## config.mk

```make
export PLATFORM = sky130hd
export DESIGN_NAME = icache_flat
export DESIGN_NICKNAME = d
export VERILOG_FILES = /design/src/rtl/icache_if.sv /design/src/rtl/icache.sv /design/src/flat_wrapper.sv
export SDC_FILE = /design/constraint.sdc
export NUM_CORES = 2
export LEC_CHECK = 0
export ABC_AREA = 0
export CAP_MARGIN = 20
export CORE_MARGIN = 5
export CORE_UTILIZATION = 45
export DETAILED_ROUTE_END_ITERATION = 10
export PLACE_DENSITY = 0.68
export SKIP_LAST_GASP = 1
export SYNTH_ARGS = -nofsm -noshare
export SYNTH_HDL_FRONTEND = slang
export SYNTH_SLANG_ARGS = --single-unit
```

## constraint.sdc

```tcl
create_clock -name clk -period 7.1 [get_ports clk]
set_input_delay 1.775 -clock clk [delete_from_list [all_inputs] [get_ports clk]]
set_output_delay 1.775 -clock clk [all_outputs]
set_load 0.005 [all_outputs]
```

## src/rtl/icache_if.sv

```systemverilog
// Fetcher, memory-controller and flush signals of the instruction cache.
// The slave modport is the cache's view; master is the pipeline/memory side.
interface icache_if;
   logic        rob_rollback_in;
   logic        fet_request_in;
   logic [31:0] fet_address_in;
   logic        fet_ready_out;
   logic [31:0] fet_instruction_out;
   logic        mc_request_out;
   logic [31:0] mc_address_out;
   logic        mc_ready_in;
   logic [31:0] mc_instruction_in;

   modport slave (
      input  rob_rollback_in, fet_request_in, fet_address_in,
             mc_ready_in, mc_instruction_in,
      output fet_ready_out, fet_instruction_out, mc_request_out, mc_address_out
   );

   modport master (
      output rob_rollback_in, fet_request_in, fet_address_in,
             mc_ready_in, mc_instruction_in,
      input  fet_ready_out, fet_instruction_out, mc_request_out, mc_address_out
   );
endinterface

```

## src/rtl/icache.sv

```systemverilog
// Direct-mapped instruction cache, one 32-bit word per line, single refill
// outstanding. Only valid bits are reset; flushes leave cached contents intact.
module icache #(
   parameter int INDEX_BITS = 6,
   parameter int TAG_BITS   = 30 - INDEX_BITS
) (
   input logic      clk,
   input logic      rst,
   icache_if.slave  bus
);
   localparam int LINES = 1 << INDEX_BITS;

   typedef enum logic {IDLE, MISS} state_e;

   state_e              state_q, state_d;
   logic [LINES-1:0]    valid_q, valid_d;
   logic [TAG_BITS-1:0] tag_q  [LINES];
   logic [31:0]         data_q [LINES];

   logic        fet_ready_q, fet_ready_d;
   logic [31:0] fet_instr_q, fet_instr_d;
   logic        mc_req_q, mc_req_d;
   logic [31:0] mc_addr_q, mc_addr_d;
   logic        fill_we;

   logic [INDEX_BITS-1:0] req_idx, fill_idx;
   logic [TAG_BITS-1:0]   req_tag, fill_tag;
   logic                  hit;

   // The latched miss address doubles as the refill target.
   assign req_idx  = bus.fet_address_in[INDEX_BITS+1:2];
   assign req_tag  = bus.fet_address_in[31:INDEX_BITS+2];
   assign fill_idx = mc_addr_q[INDEX_BITS+1:2];
   assign fill_tag = mc_addr_q[31:INDEX_BITS+2];
   assign hit      = valid_q[req_idx] && (tag_q[req_idx] == req_tag);

   always_comb begin
      state_d     = state_q;
      valid_d     = valid_q;
      fet_ready_d = 1'b0;
      fet_instr_d = fet_instr_q;
      mc_req_d    = 1'b0;
      mc_addr_d   = mc_addr_q;
      fill_we     = 1'b0;
      if (rst || bus.rob_rollback_in) begin
         state_d = IDLE;
      end else begin
         case (state_q)
            IDLE: if (bus.fet_request_in) begin
               if (hit) begin
                  fet_ready_d = 1'b1;
                  fet_instr_d = data_q[req_idx];
               end else begin
                  mc_req_d  = 1'b1;
                  mc_addr_d = {bus.fet_address_in[31:2], 2'b00};
                  state_d   = MISS;
               end
            end
            MISS: if (bus.mc_ready_in) begin
               fill_we           = 1'b1;
               valid_d[fill_idx] = 1'b1;
               fet_ready_d       = 1'b1;
               fet_instr_d       = bus.mc_instruction_in;
               state_d           = IDLE;
            end
            default: state_d = IDLE;
         endcase
      end
   end

   always_ff @(posedge clk) begin
      if (rst) begin
         state_q     <= IDLE;
         valid_q     <= '0;
         fet_ready_q <= 1'b0;
         fet_instr_q <= '0;
         mc_req_q    <= 1'b0;
         mc_addr_q   <= '0;
      end else begin
         state_q     <= state_d;
         valid_q     <= valid_d;
         fet_ready_q <= fet_ready_d;
         fet_instr_q <= fet_instr_d;
         mc_req_q    <= mc_req_d;
         mc_addr_q   <= mc_addr_d;
      end
   end

   always_ff @(posedge clk) begin
      if (fill_we) begin
         tag_q[fill_idx]  <= fill_tag;
         data_q[fill_idx] <= bus.mc_instruction_in;
      end
   end

   assign bus.fet_ready_out       = fet_ready_q;
   assign bus.fet_instruction_out = fet_instr_q;
   assign bus.mc_request_out      = mc_req_q;
   assign bus.mc_address_out      = mc_addr_q;
endmodule

```

## src/flat_wrapper.sv

```systemverilog
// flat-port wrapper written by rule: the top's interface ports become plain ports
module icache_flat 
#(
   parameter int INDEX_BITS = 6,
   parameter int TAG_BITS   = 30 - INDEX_BITS
)
  (clk, rst, bus_rob_rollback_in, bus_fet_request_in, bus_fet_address_in, bus_mc_ready_in, bus_mc_instruction_in, bus_fet_ready_out, bus_fet_instruction_out, bus_mc_request_out, bus_mc_address_out);
  icache_if bus_i ();
  input logic clk;
  input logic rst;
  input wire logic [$bits(bus_i.rob_rollback_in)-1:0] bus_rob_rollback_in;
  input wire logic [$bits(bus_i.fet_request_in)-1:0] bus_fet_request_in;
  input wire logic [$bits(bus_i.fet_address_in)-1:0] bus_fet_address_in;
  input wire logic [$bits(bus_i.mc_ready_in)-1:0] bus_mc_ready_in;
  input wire logic [$bits(bus_i.mc_instruction_in)-1:0] bus_mc_instruction_in;
  output wire logic [$bits(bus_i.fet_ready_out)-1:0] bus_fet_ready_out;
  output wire logic [$bits(bus_i.fet_instruction_out)-1:0] bus_fet_instruction_out;
  output wire logic [$bits(bus_i.mc_request_out)-1:0] bus_mc_request_out;
  output wire logic [$bits(bus_i.mc_address_out)-1:0] bus_mc_address_out;
  assign bus_i.rob_rollback_in = bus_rob_rollback_in;
  assign bus_i.fet_request_in = bus_fet_request_in;
  assign bus_i.fet_address_in = bus_fet_address_in;
  assign bus_i.mc_ready_in = bus_mc_ready_in;
  assign bus_i.mc_instruction_in = bus_mc_instruction_in;
  assign bus_fet_ready_out = bus_i.fet_ready_out;
  assign bus_fet_instruction_out = bus_i.fet_instruction_out;
  assign bus_mc_request_out = bus_i.mc_request_out;
  assign bus_mc_address_out = bus_i.mc_address_out;
  icache #(.INDEX_BITS(INDEX_BITS), .TAG_BITS(TAG_BITS)) u_core (.clk(clk), .rst(rst), .bus(bus_i));
endmodule
```

-- After elaboration in Yosys (flattened, before gate mapping)
Memory sizes are Yosys's and may differ from the RTL's.
Cells that the tools add are included.
- input port bits: 69
- register bits after elaboration: 129
- memories kept: 2
- memory bits (writable): 3584
- word-level logic and storage cells: 47
- output and inout port bits: 66
- bitwise logic cells: 4
- multiplexer cells: 20
- eq/ne operators: 4
- reduce and logical (&&, ||, !) cells: 8
- magnitude comparators: 3
- memories (memory ; depth ; bits a word ; rd ports ; clocked after Yosys merged registers in ; wr ports ; RTL line ; RTL):
    u_core.data_q ; 64 ; 32 ; 1 ; 0 ; 1 ; icache.sv:18 ; logic [31:0] data_q [LINES];
    u_core.tag_q ; 64 ; 24 ; 1 ; 0 ; 1 ; icache.sv:17 ; logic [TAG_BITS-1:0] tag_q [LINES];
- operator list (kind ; count):
    $mux 32 ; 3
    $or 64x64->64 ; 1
    $pmux 32 s2 ; 1
    $eq 24x24->1 ; 1
    $lt 6x7->1 const B ; 2
    $mux 1 ; 12
    $reduce_and 4->1 ; 2
    $bmux 1 s6 ; 1
    $demux 1 s6 ; 1
    $ge 6x1->1 const B ; 1
    $ne 2x2->1 const B ; 2
    $pmux 1 s2 ; 2
    $not 1->1 ; 3
    $reduce_and 3->1 ; 1
    $reduce_or 3->1 ; 1
    $logic_and 1x1->1 ; 2
    $ne 2x1->1 const B ; 1
    $reduce_or 2->1 ; 1
    $logic_or 1x1->1 ; 1

-- Longest topological paths before layout
- depth after elaboration: 6
- mapped depth: 20
- gate-level depth less buffers: 11

-- Worst setup path before layout
OpenSTA, ideal clock, no wires.
- path type: input -> register
- start: in bus_mc_ready_in
- end: mem u_core.data_q[31][0] (enable)
- path buffers: 0
- required time: 6.628 ns
- stages on the path: 4
- path slack: 1.399 ns
- library setup time: 0.472 ns
- arrival: 5.229 ns
- cells stage by stage: nand2_1 nor3_1 nand4_1 nor2_1
- longest elaborated chain between the ends: 5
- RTL lines (what ; RTL line ; RTL):
    start, declared ; flat_wrapper.sv:14 ; input wire logic [$bits(bus_i.mc_ready_in)-1:0] bus_mc_ready_in;
    $mux 1 ; icache.sv:59 ; MISS: if (bus.mc_ready_in) begin
    $mux 1 ; icache.sv:48 ; case (state_q)
    $mux 1 ; icache.sv:45 ; if (rst || bus.rob_rollback_in) begin
    $mux 1 ; icache.sv:90 ; if (fill_we) begin
    $mux 1 (implied by the code) ; icache.sv:92 ; data_q[fill_idx] <= bus.mc_instruction_in;
    end, declared ; icache.sv:18 ;
No other way between the ends.

-- Worst setup path after layout
- start: in bus_fet_address_in[3]
- end: reg u_core.fet_instr_q[8] (netlist: u_core.bus.fet_instruction_out[8])
- longest elaborated chain between the ends: 5
- elaborated cells between the ends (all ways): 11
- classes of those cells: eq/ne (2); mux (5); reduce/logical (2); memory (2)
- RTL lines (what ; RTL line ; RTL):
    start, declared ; flat_wrapper.sv:13 ; input wire logic [$bits(bus_i.fet_address_in)-1:0] bus_fet_address_in;
    $mem_v2 64x24 or $bmux 1 s6 (tied branches) ; n/a ;
    $eq 24x24->1 or $mux 1 (tied branches) ; icache.sv:35 ; assign hit = valid_q[req_idx] && (tag_q[req_idx] == req_tag);
    $logic_and 1x1->1 ; icache.sv:35 ;
    $ne 2x1->1 (no source line) ; n/a ;
    $reduce_and 4->1 (no source line) ; n/a ;
    end signal, assigned ; icache.sv:83 ; fet_instr_q <= fet_instr_d;
    end, declared ; icache.sv:21 ; logic [31:0] fet_instr_q, fet_instr_d;
Parallel ways exist; a longest one is shown, timed or not. The select of a mux whose other input is x is not followed.
A chain may end at the register's enable or synchronous reset.

==> reports/results.tsv <==
stage	metric	value	unit
critical_path	worst-path fanout max	46	
global_route	largest net degree at the start of global routing	132	
timing	unrepaired setup endpoints after global routing	no	
critical_path	CP peak stage delay	1.05	ns
floorplanning	die height	573	um
timing	setup tns final	0	ns
logic_synthesis	Post-Synthesis Cells	6415	
logic_synthesis	Post-Syn Area	142000	sq um
floorplanning	full die area	328000	sq um
logic_synthesis	post-synthesis cell type count	68	
job	Max Cap Viol	0	
clock_network	CTS Buffer Depth	4	
logic_synthesis	yosys warns	0	
logic_synthesis	register area share after synthesis	77.3	%
timing	Tightest Pin Transition	1.19	ns
timing	post-route clock period utilization	86.1	%
critical_path	worst-path cell chain	buf_8, buf_4, mux4_2, mux2i_1, nand2_1, o211ai_1, xnor2_1, o41ai_1, nand4_1, nor4_4, buf_12, o2111ai_1, a31oi_1	
logic_synthesis	ys async rst share	0	%
clock_network	CTS Sinks	3713	
timing	Setup Skew	0.0417	ns
clock_network	CTS tree	built	
power_and_ir_drop	VDD IR max	0.000221	V
detailed_routing	Vias per Instance	6.48	
floorplanning	core area	315000	sq um
critical_path	Critical Path End Type	register	
placement	IO Port Bufs	130	
clock_network	CTS Hold Buffers Added	0	
clock_network	Worst-path clk slew	0.07	ns
timing	Achievable Freq	0.164	GHz
power_and_ir_drop	P_sw	9.15	mW
power_and_ir_drop	Sw Share	20.4	%
detailed_routing	DRT Wirelength	407	mm
placement	HPWL Detailed	212	mm
clock_network	later-pin clock latency in the skew report	0.90	ns
worst_hold_path	Hold Crit Class	reg2reg	
final_layout	multi-input logic area	31100	sq um
status	status	finished, final reports clean	
floorplanning	IO Count	135	
critical_path	CP required	7.91	ns
logic_synthesis	top cell type's share of synthesized area	75.5	%
logic_synthesis	largest area contributor in the synthesized netlist	edfxtp_1	
global_route	vias in the first global route	71200	
placement	Placed Area	151000	sq um
power_and_ir_drop	Sequential Power Share	53.6	%
final_layout	share of layout cells above drive strength 1	27.0	%
timing	Final setup viols	0	
floorplanning	Die Width	573	um
final_layout	Finished Layout Cells	11300	
detailed_routing	DRC	0	
placement	GPL Wtd Cong	0.824	
critical_path	Max stage delay cell, worst path	o41ai_1	
final_layout	post-route cell area	162000	sq um
timing	hold slack	0.472	ns
logic_synthesis	Synth Area per Inst	22.2	sq um
power_and_ir_drop	Static Leak	48.8	nW
placement	number of instances in the placed design	10600	
detailed_routing	Wirelength per Cell	36.0	um
critical_path	Worst Setup Path Type	in2reg	
logic_synthesis	number of synthesized flops with an enable pin	3584	
timing	Max-slew headroom	21.0	%
clock_network	Root Driver	clkbuf_16	
global_route	global-route wire length before repair	563	mm
clock_network	Setup Fix Bufs, Post-CTS	0	
detailed_routing	vias	73200	
detailed_routing	Initial DRC Count	11900	
clock_network	Max H-tree Level	5	
final_layout	area grow syn2layout	14.0	%
floorplanning	Initial Util	45.2	%
timing	max-slew violation count	0	
detailed_routing	first drt pass iteration count	6	
global_route	Total GRT Usage	24.2	%
final_layout	Final nets	6909	
global_route	initial antenna violation count	22	
logic_synthesis	Post-synth top flop	edfxtp_1	
final_layout	fill count	24000	
logic_synthesis	synthesis-stage register bit count	3713	
clock_network	post-cts resize count	0	
power_and_ir_drop	internal power	35.6	mW
clock_network	CTS Buf Count	352	
power_and_ir_drop	power density cells	276	nW/um^2
power_and_ir_drop	combinational share of power	4.2	%
logic_synthesis	top-count cell post-synth	edfxtp_1	
detailed_routing	remaining antenna violation count after routing	0	
global_route	total gr overflow	0	
critical_path	WP data arrival	6.92	ns
timing	final hold viol count	0	
critical_path	Worst setup SP type	primary input	
logic_synthesis	synth top area cells	edfxtp_1 76%, mux4_2 15%, mux2i_1 2.3%	
floorplanning	row cnt	206	
timing	Final min period	6.11	ns
final_layout	flip-flop and latch area	110000	sq um
logic_synthesis	top cells by count, synth	3584 x edfxtp_1, 929 x mux4_2, 328 x mux2i_1	
power_and_ir_drop	Clock Power Share	42.2	%
==> placed cells by master (no fill, tap or decap), types with 92 or more instances in the layout <==
| cell | Yosys | layout |
|---|---|---|
| nor2_1 | 220 | 154 |
| edfxtp_1 | 3584 | 3584 |
| nand2_1 | 150 | 149 |
| nand3_1 | 92 | 92 |
| mux4_2 | 929 | 929 |
| clkbuf_16 | 0 | 358 |
| mux2i_1 | 328 | 328 |
| a22oi_1 | 141 | 141 |
| dfxtp_1 | 129 | 105 |
| clkbuf_1 | 164 | 94 |
| buf_4 | 29 | 221 |
==> worst paths after layout <==
check,start,end,slack [ns],depth (start not counted)
setup / recovery,bus_fet_address_in[3],u_core.bus.fet_instruction_out[8],0.99,13
setup reg to reg,u_core.tag_q[63][21],u_core.bus.fet_instruction_out[8],2.33,11
hold / removal,u_core.valid_q[34],u_core.valid_q[34],0.47,2
hold reg to reg,u_core.valid_q[34],u_core.valid_q[34],0.47,2
==> critical path, delay by kind of cell <==
family / cells / cell delay (ns)
mux: 2 / 0.68
xor+xnor: 1 / 0.15
compound gates: 4 / 1.57
buf+inv: 3 / 1.15
simple gates: 3 / 1.46
==> power groups by stage <==
stage	Clock [mW]	Combinational (mW)	Sequential [mW]
final	18.9	1.87	24.0
after floorplan	0	1.11	24.5
after detailed placement	0	1.85	24.5
after global placement	0	1.82	24.5
after global routing	20.1	1.98	24.0
after CTS	19.1	1.86	24.0
==> cells by family (layout without fill, tap and decap cells) <==
family	after synthesis	in the layout	synth area share, %
AO/OA/AOI/OAI	433	433	2.07
XOR/XNOR	26	26	0.160
buffers and inverters	362	1072	1.20
flip-flops	3713	3713	77.3
multiplexers	1319	1319	17.5
other	1	9	0.00263
AND/OR/NAND/NOR	561	561	1.75
==> area by class of cell <==
| class | instances | area share [%] |
|---|---|---|
| multi-input cells | 2341 | 19.2 |
| clock buffers | 475 | 5.93 |
| repair buffers | 427 | 2.68 |
| diodes | 7 | 0.0108 |
| flip-flops and latches | 3713 | 67.9 |
| well taps | 4160 | 3.20 |
| inverters | 5 | 0.0131 |
| clock inverters | 165 | 1.15 |
==> per-stage QoR <==
stage | power (mW) | util (%) | worst slack [ns]
6_report | 44.8 | 51.5 | 0.989
5_1_grt | 46.0 | 51.5 | 0.971
4_1_cts | 45.0 | 51.5 | 1.15
3_5_place_dp | 26.3 | 47.8 | 0.246
3_3_place_gp | 26.3 | 47.8 | 0.236
2_1_floorplan | 25.6 | - | 1.40
==> state kept, by name, indices dropped and copies added (netlist names) <==
register                        cells
u_core.data_q                    2048
u_core.tag_q                     1536
u_core.valid_q                     64
u_core.bus.fet_instruction_out     32
u_core.bus.mc_address_out          30
u_core.bus.fet_ready_out            1
u_core.bus.mc_request_out           1
u_core.state_q                      1
==> routing by layer <==
| metal | vias up | share of wire [%] | routed length, um | global-route usage, % |
|---|---|---|---|---|
| met5 | - | 0.0064 | 26 | 0 |
| met4 | 4 | 4.0 | 16200 | 8.65 |
| met3 | 863 | 12 | 47700 | 5.08 |
| met2 | 5179 | 46 | 187000 | 36.9 |
| met1 | 39200 | 38 | 156000 | 35.0 |
| li1 | 27900 | - | - | - |
(Power assumes the default switching activity.)
